**src/rtl/lsu_pkg.sv**
```systemverilog
// Shared encodings, FSM state type and size helpers for the lsu_align load/store unit.
package lsu_pkg;

  localparam logic [1:0] W_BYTE = 2'b00;
  localparam logic [1:0] W_HALF = 2'b01;
  localparam logic [1:0] W_WORD = 2'b10;

  // Base byte-enable masks indexed by width: {word, half, byte}.
  localparam logic [11:0] BYTE_MASK = {4'b1111, 4'b0011, 4'b0001};

  typedef enum logic [2:0] {
    S_IDLE,
    S_ACC0,
    S_ACC1,
    S_CAP,
    S_DONE
  } lsu_state_e;

  function automatic logic [2:0] size_bytes(input logic [1:0] width);
    case (width)
      W_BYTE:  return 3'd1;
      W_HALF:  return 3'd2;
      default: return 3'd4;
    endcase
  endfunction

  function automatic logic crosses(input logic [1:0] off, input logic [1:0] width);
    return ({1'b0, off} + size_bytes(width)) > 3'd4;
  endfunction

endpackage

```
**src/rtl/lsu_lane_align.sv**
```systemverilog
// Combinational lane steering: store shift and byte enables, load shift and extend.
module lsu_lane_align
  import lsu_pkg::*;
(
  input  logic [1:0]  i_off,
  input  logic [1:0]  i_width,
  input  logic        i_usignext,
  input  logic [31:0] i_wdata,
  input  logic [63:0] i_rdata64,
  output logic [63:0] o_wdata_sh,
  output logic [7:0]  o_be8,
  output logic [31:0] o_ld_data,
  output logic        o_cross
);

  logic [1:0]  w_idx;
  logic [3:0]  w_be4;
  logic [4:0]  w_sh;
  logic [31:0] w_ld;

  assign w_idx      = (i_width == 2'b11) ? 2'd2 : i_width;
  assign w_be4      = BYTE_MASK[{w_idx, 2'b00} +: 4];
  assign w_sh       = {i_off, 3'b000};
  assign o_be8      = 8'(w_be4) << i_off;
  assign o_wdata_sh = 64'(i_wdata) << w_sh;
  assign o_cross    = crosses(i_off, i_width);

  // {hi, lo} is shifted so the addressed byte lands in lane 0.
  assign w_ld = 32'(i_rdata64 >> w_sh);

  always_comb begin
    o_ld_data = w_ld;
    case (i_width)
      W_BYTE: o_ld_data = i_usignext ? {24'h0, w_ld[7:0]}  : {{24{w_ld[7]}}, w_ld[7:0]};
      W_HALF: o_ld_data = i_usignext ? {16'h0, w_ld[15:0]} : {{16{w_ld[15]}}, w_ld[15:0]};
      default: o_ld_data = w_ld;
    endcase
  end

endmodule

```
**src/rtl/lsu_align.sv**
```systemverilog
// rv32 load/store unit: word-aligned memory port, byte enables, load extend, core pause.
// LSU_MISALIGN_SPLIT_EN: split word-crossing accesses into two word accesses; else fault them.
module lsu_align
  import lsu_pkg::*;
#(
  parameter int XLEN   = 32,
  parameter int ADDR_W = 32
) (
  input  logic              clk,
  input  logic              reset,
  input  logic              req_valid,
  input  logic              req_we,
  input  logic [ADDR_W-1:0] req_addr,
  input  logic [1:0]        req_width,
  input  logic              req_usignext,
  input  logic [XLEN-1:0]   req_wdata,
  output logic              pause,
  output logic              resp_valid,
  output logic [XLEN-1:0]   resp_rdata,
  output logic              misalign,
  output logic              mem_en,
  output logic              mem_we,
  output logic [ADDR_W-1:0] mem_addr,
  output logic [3:0]        mem_be,
  output logic [XLEN-1:0]   mem_wdata,
  input  logic [XLEN-1:0]   mem_rdata,
  output lsu_state_e        dbg_state
);

  lsu_state_e        r_state;
  logic              r_we;
  logic [ADDR_W-1:0] r_addr;
  logic [1:0]        r_width;
  logic              r_usignext;
  logic [XLEN-1:0]   r_wdata;
  logic [XLEN-1:0]   r_lo;
  logic [XLEN-1:0]   r_resp_rdata;
`ifndef LSU_MISALIGN_SPLIT_EN
  logic              r_misalign;
`endif

  logic [63:0]       w_wdata_sh;
  logic [7:0]        w_be8;
  logic [31:0]       w_ld_data;
  logic              w_cross;
  logic [63:0]       w_rdata64;
  logic [ADDR_W-1:0] w_word0;
  logic [ADDR_W-1:0] w_word1;

  // Lane logic sees only latched request fields, never live req_* inputs.
  lsu_lane_align u_lane (
    .i_off      (r_addr[1:0]),
    .i_width    (r_width),
    .i_usignext (r_usignext),
    .i_wdata    (r_wdata),
    .i_rdata64  (w_rdata64),
    .o_wdata_sh (w_wdata_sh),
    .o_be8      (w_be8),
    .o_ld_data  (w_ld_data),
    .o_cross    (w_cross)
  );

  assign w_rdata64 = w_cross ? {mem_rdata, r_lo} : {32'h0, mem_rdata};
  assign w_word0   = {r_addr[ADDR_W-1:2], 2'b00};
  assign w_word1   = w_word0 + ADDR_W'(4);

  always_ff @(posedge clk or negedge reset) begin
    if (!reset) begin
      r_state      <= S_IDLE;
      r_we         <= 1'b0;
      r_addr       <= '0;
      r_width      <= 2'b00;
      r_usignext   <= 1'b0;
      r_wdata      <= '0;
      r_lo         <= '0;
      r_resp_rdata <= '0;
`ifndef LSU_MISALIGN_SPLIT_EN
      r_misalign   <= 1'b0;
`endif
    end else begin
      case (r_state)
        S_IDLE: begin
          if (req_valid) begin
            r_we         <= req_we;
            r_addr       <= req_addr;
            r_width      <= req_width;
            r_usignext   <= req_usignext;
            r_wdata      <= req_wdata;
            r_resp_rdata <= '0;
`ifdef LSU_MISALIGN_SPLIT_EN
            r_state      <= S_ACC0;
`else
            r_misalign   <= crosses(req_addr[1:0], req_width);
            r_state      <= crosses(req_addr[1:0], req_width) ? S_DONE : S_ACC0;
`endif
          end
        end
        S_ACC0: begin
          if (w_cross)   r_state <= S_ACC1;
          else if (r_we) r_state <= S_DONE;
          else           r_state <= S_CAP;
        end
        S_ACC1: begin
          // Read data for word0 arrives now; word1 arrives during CAP.
          if (!r_we) r_lo <= mem_rdata;
          r_state <= r_we ? S_DONE : S_CAP;
        end
        S_CAP: begin
          r_resp_rdata <= w_ld_data;
          r_state      <= S_DONE;
        end
        S_DONE:  r_state <= S_IDLE;
        default: r_state <= S_IDLE;
      endcase
    end
  end

  always_comb begin
    mem_en    = 1'b0;
    mem_we    = 1'b0;
    mem_addr  = '0;
    mem_be    = 4'b0000;
    mem_wdata = '0;
    case (r_state)
      S_ACC0: begin
        mem_en    = 1'b1;
        mem_we    = r_we;
        mem_addr  = w_word0;
        mem_be    = w_be8[3:0];
        mem_wdata = w_wdata_sh[31:0];
      end
      S_ACC1: begin
        mem_en    = 1'b1;
        mem_we    = r_we;
        mem_addr  = w_word1;
        mem_be    = w_be8[7:4];
        mem_wdata = w_wdata_sh[63:32];
      end
      default: ;
    endcase
  end

  assign pause = reset & ((r_state == S_ACC0) || (r_state == S_ACC1) || (r_state == S_CAP) ||
                          ((r_state == S_IDLE) && req_valid));
  assign resp_valid = (r_state == S_DONE);
  assign resp_rdata = r_resp_rdata;
  assign dbg_state  = r_state;

`ifdef LSU_MISALIGN_SPLIT_EN
  assign misalign = 1'b0;
`else
  assign misalign = (r_state == S_DONE) && r_misalign;
`endif

endmodule

```
**config.mk**
```make
export PLATFORM = sky130hd
export DESIGN_NAME = lsu_align
export DESIGN_NICKNAME = d
export VERILOG_FILES = /design/src/rtl/lsu_pkg.sv /design/src/rtl/lsu_lane_align.sv /design/src/rtl/lsu_align.sv
export SDC_FILE = /design/constraint.sdc
export NUM_CORES = 1
export LEC_CHECK = 0
export CAP_MARGIN = 20
export CORE_ASPECT_RATIO = 0.75
export CORE_MARGIN = 2
export CORE_UTILIZATION = 46
export DETAILED_ROUTE_END_ITERATION = 6
export PLACE_DENSITY_LB_ADDON = 0.25
export SLEW_MARGIN = 20
export SYNTH_ARGS = -nofsm -noshare
export SYNTH_HDL_FRONTEND = slang
export SYNTH_SLANG_ARGS = --single-unit
```
**constraint.sdc**
```tcl
create_clock -name clk -period 3 [get_ports clk]
set_input_delay 0.6 -clock clk [delete_from_list [all_inputs] [get_ports clk]]
set_output_delay 0.6 -clock clk [all_outputs]
set_load 0.005 [all_outputs]
```
### After elaboration in Yosys (flattened, before gate mapping)

Cells that the tools add are included.
Widths: inputs -> output; s select.

| word-level totals | value |
|---|---|
| register bits | 136 |
| output and inout bits | 108 |
| word-level logic and storage cells | 62 |

| operators by class | value |
|---|---|
| add/sub/neg operators | 3 |
| $lt $le $gt $ge | 2 |
| equality and inequality tests | 8 |
| shifts and indexed selects | 4 |
| mux-type cells | 21 |
| bitwise operators | 2 |
| reductions and logical operators | 13 |

Operator list:

| cell | number |
|---|---|
| $pmux 32 s2 | 4 |
| $mux 32 | 3 |
| $mux 64 | 1 |
| $shl 32x5->64 | 1 |
| $shr 64x5->32 | 1 |
| $add 32x3->32 const B | 1 |
| $mux 3 | 6 |
| $pmux 3 s2 | 2 |
| $pmux 3 s4 | 1 |
| $shiftx 12x5->4 const A | 1 |
| $pmux 4 s2 | 1 |
| $shl 4x2->8 | 1 |
| $add 2x3->3 | 2 |
| $eq 3x2->1 const B | 2 |
| $gt 3x3->1 const B | 2 |
| $reduce_and 2->1 | 3 |
| $eq 2x1->1 const B | 2 |
| $logic_not 2->1 | 2 |
| $eq 3x1->1 const B | 1 |
| $eq 3x3->1 const B | 1 |
| $logic_not 3->1 | 1 |
| $logic_or 1x1->1 | 3 |
| $eq 2x2->1 const B | 1 |
| $logic_and 1x1->1 | 2 |
| 7 further kinds | 8 |

### Longest topological paths before layout

| logic depth | value |
|---|---|
| depth after elaboration | 9 |
| mapped depth | 15 |

### Hierarchy

A second synthesis with hierarchy kept.

| unflattened totals | value |
|---|---|
| cells, all modules | 851 |
| area total of the unflattened synthesis | 9029.9 um2 |

Modules (own cells, without submodules):

| module | times used | cells an instance | area an instance (um2) | sequential area each (um2) |
|---|---|---|---|---|
| lsu_align | 1 | 603 | 6999.2 | 3403.3 |
| lsu_lane_align | 1 | 248 | 2030.7 | 0.0 |

### Least setup slack after synthesis

OpenSTA, ideal clock, no wires.

| timing path | value |
|---|---|
| path kind | flip-flop to flip-flop |
| from | register r_addr[1] |
| to | register r_resp_rdata[14] (netlist: resp_rdata[14]) |
| setup time | 0.130 ns |
| arrival time | 3.080 ns |
| slack | -0.210 ns |
| cell stages (with the launch flop) | 14 |
| path buffers | 6 |
| cells stage by stage | dfrtp_1 clkbuf_1 inv_1 clkbuf_1 buf_1 fa_1 nor2b_1 buf_1 nor2_1 buf_2 buf_2 mux4_2 a22oi_1 nand3_2 |

| on the way | value |
|---|---|
| word-level cells in the longest chain between the ends | 7 |

RTL lines:

| what | RTL line | text |
|---|---|---|
| from (decl) | lsu_align.sv:32 | `logic [ADDR_W-1:0] r_addr;` |
| from (signal assigned) | lsu_align.sv:85 | `r_addr <= req_addr;` |
| $add 2x3->3 | lsu_pkg.sv:28 | `return ({1'b0, off} + size_bytes(width)) > 3'd4;` |
| $gt 3x3->1 | lsu_pkg.sv:28 |  |
| $mux 64 | lsu_align.sv:63 | `assign w_rdata64 = w_cross ? {mem_rdata, r_lo} : {32'h0, mem_rdata};` |
| $shr 64x5->32 (*) | lsu_lane_align.sv:29 | `assign w_ld = 32'(i_rdata64 >> w_sh);` |
| $mux 32 (on tied branches) | lsu_lane_align.sv:35, lsu_lane_align.sv:34 |  |
| $pmux 32 s2 (*) | lsu_lane_align.sv:33 | `case (i_width)` |
| $pmux 32 s2 (*) | lsu_align.sv:81 | `case (r_state)` |
| to (signal assigned) | lsu_align.sv:109 | `r_resp_rdata <= w_ld_data;` |
| to (decl) | lsu_align.sv:37 | `logic [XLEN-1:0] r_resp_rdata;` |

Every way passes the cells marked *; elsewhere a longest branch is shown, timed or not.
A chain may end at the register's enable or synchronous reset.

### Worst setup path in the final report

| timing path | value |
|---|---|
| from | register r_addr[3] |
| to | output mem_addr[28] |

| on the way | value |
|---|---|
| word-level cells in the longest chain between the ends | 2 |

RTL lines:

| what | RTL line | text |
|---|---|---|
| $add 32x3->32 | lsu_align.sv:65 | `assign w_word1 = w_word0 + ADDR_W'(4);` |
| $pmux 32 s2 | lsu_align.sv:124 | `case (r_state)` |
| to (decl) | lsu_align.sv:23 | `output logic [ADDR_W-1:0] mem_addr,` |

Every way passes these cells.

==> impl_metrics.tcl <==
set metrics [dict create \
    period_minus_slack_ps 3060 \
    syn2layout_area_growth_pct 45.5 \
    cts_tree "built" \
    max_freq_mhz 326 \
    synth_area_um2 8750 \
    path_buf_inv 5 \
    dr.first_iter.drc_count 1106 \
    min_path_cells 1 \
    yosys-top-cells-count "323 x nand2_1, 136 x dfrtp_1, 65 x o21ai_0" \
    rsz0062_at_grt "yes" \
    drive_above_1_share_pct 21.0 \
    worst-slew-pin-transition_ps 1010 \
    root_buffer "clkbuf_16" \
    start_util_pct 47.1 \
    synth_warnings 0 \
    vias_per_cell 5.97 \
    wl_per_cell_um 20.8 \
    power_density_nw_per_um2 1190 \
    diodes 0 \
    place_congestion 0.986 \
    cp-start-kind "flip-flop" \
    worst_hold_startpoint "r_lo[6]$_DFFE_PN0P_" \
    min_period_over_period_pct 102 \
    grt_pass1_wl_mm 48.8 \
    cp_slowest_cell "dfrtp_1" \
    outcome "finished, violations left" \
    r2r_cells 12 \
    synth_seq_cells 136 \
    ant_nets 0 \
    h-tree-depth 4 \
    layout.nets 1422 \
    slowest_delay_ps 370 \
    slew_headroom_pct 32.2 \
    track_usage_pct 31.6 \
    critPathTopFamily "simple AND/OR/NAND/NOR gates" \
    port_buffers 208 \
    tns_ps -91.4 \
    netlist.area_leader.share_pct 38.9 \
    r2r_slack_ps 0 \
    synth-edff-count 0 \
    crit_chain "ha_2, and3_4, buf_6, nand4_1, nor4_4, buf_4, buf_6, buf_6, a21oi_2, o21ai_2, o31ai_2, buf_2" \
    seq_area_frac_synth_pct 38.9 \
    core_um2 18600 \
    fp.dieW_um 163 \
    fin_ws_ps -64.8 \
    clk_latency_ps 440 \
    vias 9388 \
    critPathCaptureType "output pin" \
    clock-sinks 136 \
    cts_buffer_depth 2 \
    yosysMostFrequentCell "nand2_1" \
    grt_pass1_vias 8697 \
    place_area_um2 11300 \
    max-vdd-ir-drop_mv 0.653 \
    rows 43 \
    maxSlewViolCount 0 \
    r2r_start "r_width[1]$_DFFE_PN0P_" \
    ys_types 67 \
    path_common_cell "buf_6" \
    seq_area_um2 3410 \
    dieArea_um2 20200 \
    hp-class "flip-flop to flip-flop" \
    first_pass_iters 5 \
    grt_max_degree 64 \
    dp_hpwl_mm 21.6 \
    synthArstFlopShare_pct 100 \
    maxCapViolations 0 \
    numCtsBuffers 17 \
    holdPathEnd "r_lo[6]$_DFFE_PN0P_" \
    dp_cells 1485 \
    yosys-top-cells-area "dfrtp_1 39%, nand2_1 14%, mux2i_1 5.0%" \
    antenna_found_initial 0 \
    path_class "flip-flop to output pin" \
    path_clk_slew_ps 70 \
    drc 0 \
    worst-path-max-fanout 3 \
    wl_mm 32.7 \
    avgSynthCellArea_um2 8.41 \
    ios 211 \
    synth_largest_area_cell "dfrtp_1" \
    multi_input_area_um2 5220 \
    setup_violations 4 \
    die_height_um 123 \
    hold_viol 0 \
    worstReg2RegEnd "resp_rdata[22]$_DFFE_PN0P_" \
    fin_cells 1573 \
    fillCellCount 1479 \
    power_leakage_nw 6.07 \
    grt_overflow_total 0 \
    cp.arrival_ps 2460 \
    worstPathRequired_ps 2400 \
    violations "setup timing" \
    syn_inst 1041 \
    clock_skew_ps 9.72 \
    synth_ff_type "dfrtp_1" \
    fin_area_um2 12700 \
]
-- registers in the layout (all words and copies together), names as in the netlist --
name / cells
dbg_state: 3
r_addr: 32
r_lo: 32
r_misalign: 1
r_usignext: 1
r_wdata: 32
r_we: 1
r_width: 2
resp_rdata: 32
-- power breakdown --
part / internal (mW) / switching [mW] / leakage (nW) / total, mW
logic: 4.54 / 4.82 / 4.06 / 9.36
clock network: 1.41 / 0.843 / 0.300 / 2.25
registers: 2.67 / 0.866 / 1.71 / 3.54
total: 8.62 / 6.53 / 6.07 / 15.1
-- routing by layer --
| metal | up-vias | part of all wire (%) | global-route usage [%] | routed length [µm] |
|---|---|---|---|---|
| met5 | - | 0 | 0 | 0 |
| met4 | 0 | 2.0 | 9.46 | 658 |
| li1 | 4218 | - | - | - |
| met3 | 53 | 12 | 7.88 | 3940 |
| met1 | 4491 | 43 | 47.0 | 14000 |
| met2 | 626 | 43 | 45.4 | 14200 |
-- repair_timing --
item | 4_1_cts | 5_1_grt
endpoints found under the setup margin | 52 | 67
pin swaps | 16 | 27
endpoints found under the hold margin | 13 | 0
resized for setup | 58 | 92
cloned | 1 | 1
hold buffers | 1 | 0
buffers inserted | 20 | 35
-- layout by cell type, fill, tap and decap left out, drive strengths merged, types with 6 or more instances in the layout --
cell type / n
inv: 9
dlymetal6s2s: 17
nor3: 8
dfrtp: 136
dlygate4sd2: 9
nand2b: 9
clkbuf: 26
buf: 126
o21ai: 83
and2: 11
clkdlybuf4s50: 171
nor2: 44
nand3: 44
o22ai: 10
o311a: 8
a211o: 13
mux2: 41
a31oi: 18
nand2: 324
a21oi: 35
o211a: 8
a32o: 7
and3: 24
o31ai: 6
nand4: 9
a22oi: 7
mux2i: 44
mux4: 15
-- cell type report --
| class | instances | area share [%] |
|---|---|---|
| clock buffer | 20 | 3.51 |
| clock inverter | 11 | 1.36 |
| inverter | 8 | 0.236 |
| multi-input combinational | 820 | 41.0 |
| sequential | 136 | 26.8 |
| tap | 247 | 2.43 |
| timing repair buffer | 331 | 24.7 |
-- through the flow --
| step | utilization, % | setup slack, ps | hold slack, ps | total power [mW] |
|---|---|---|---|---|
| final | 68.6 | -64.8 | 497 | 15.1 |
| after global routing | 68.6 | -210 | 515 | 16.0 |
| after CTS | 66.0 | -163 | 494 | 13.9 |
| after detailed placement | 61.1 | 35.2 | 444 | 11.4 |
| after global placement | 61.1 | 80.0 | 446 | 11.3 |
| after floorplan | - | 20.3 | 304 | 8.27 |
-- worst max-delay path by stage --
stage               cells past startpoint  slack (ps)                   start                         end
floorplan                              13          20  r_width[1]$_DFFE_PN0P_  resp_rdata[19]$_DFFE_PN0P_
global placement                       12          80  r_width[0]$_DFFE_PN0P_  resp_rdata[26]$_DFFE_PN0P_
detailed placement                     12          40  r_width[0]$_DFFE_PN0P_  resp_rdata[10]$_DFFE_PN0P_
CTS                                    12        -160   r_addr[3]$_DFFE_PN0P_                mem_addr[28]
global route                           11        -210   r_addr[3]$_DFFE_PN0P_                mem_addr[28]
finish                                 12         -60   r_addr[3]$_DFFE_PN0P_                mem_addr[28]
-- logic make-up after synthesis --
logic type	Yosys count	synth area share, %
buf+inv	86	4.59
xor+xnor	2	0.415
simple gates	496	25.1
mux	100	14.2
flops	136	38.9
other cells	1	0.0429
fa+ha+maj	5	0.887
compound gates	215	15.9
(Power assumes the default switching activity.)
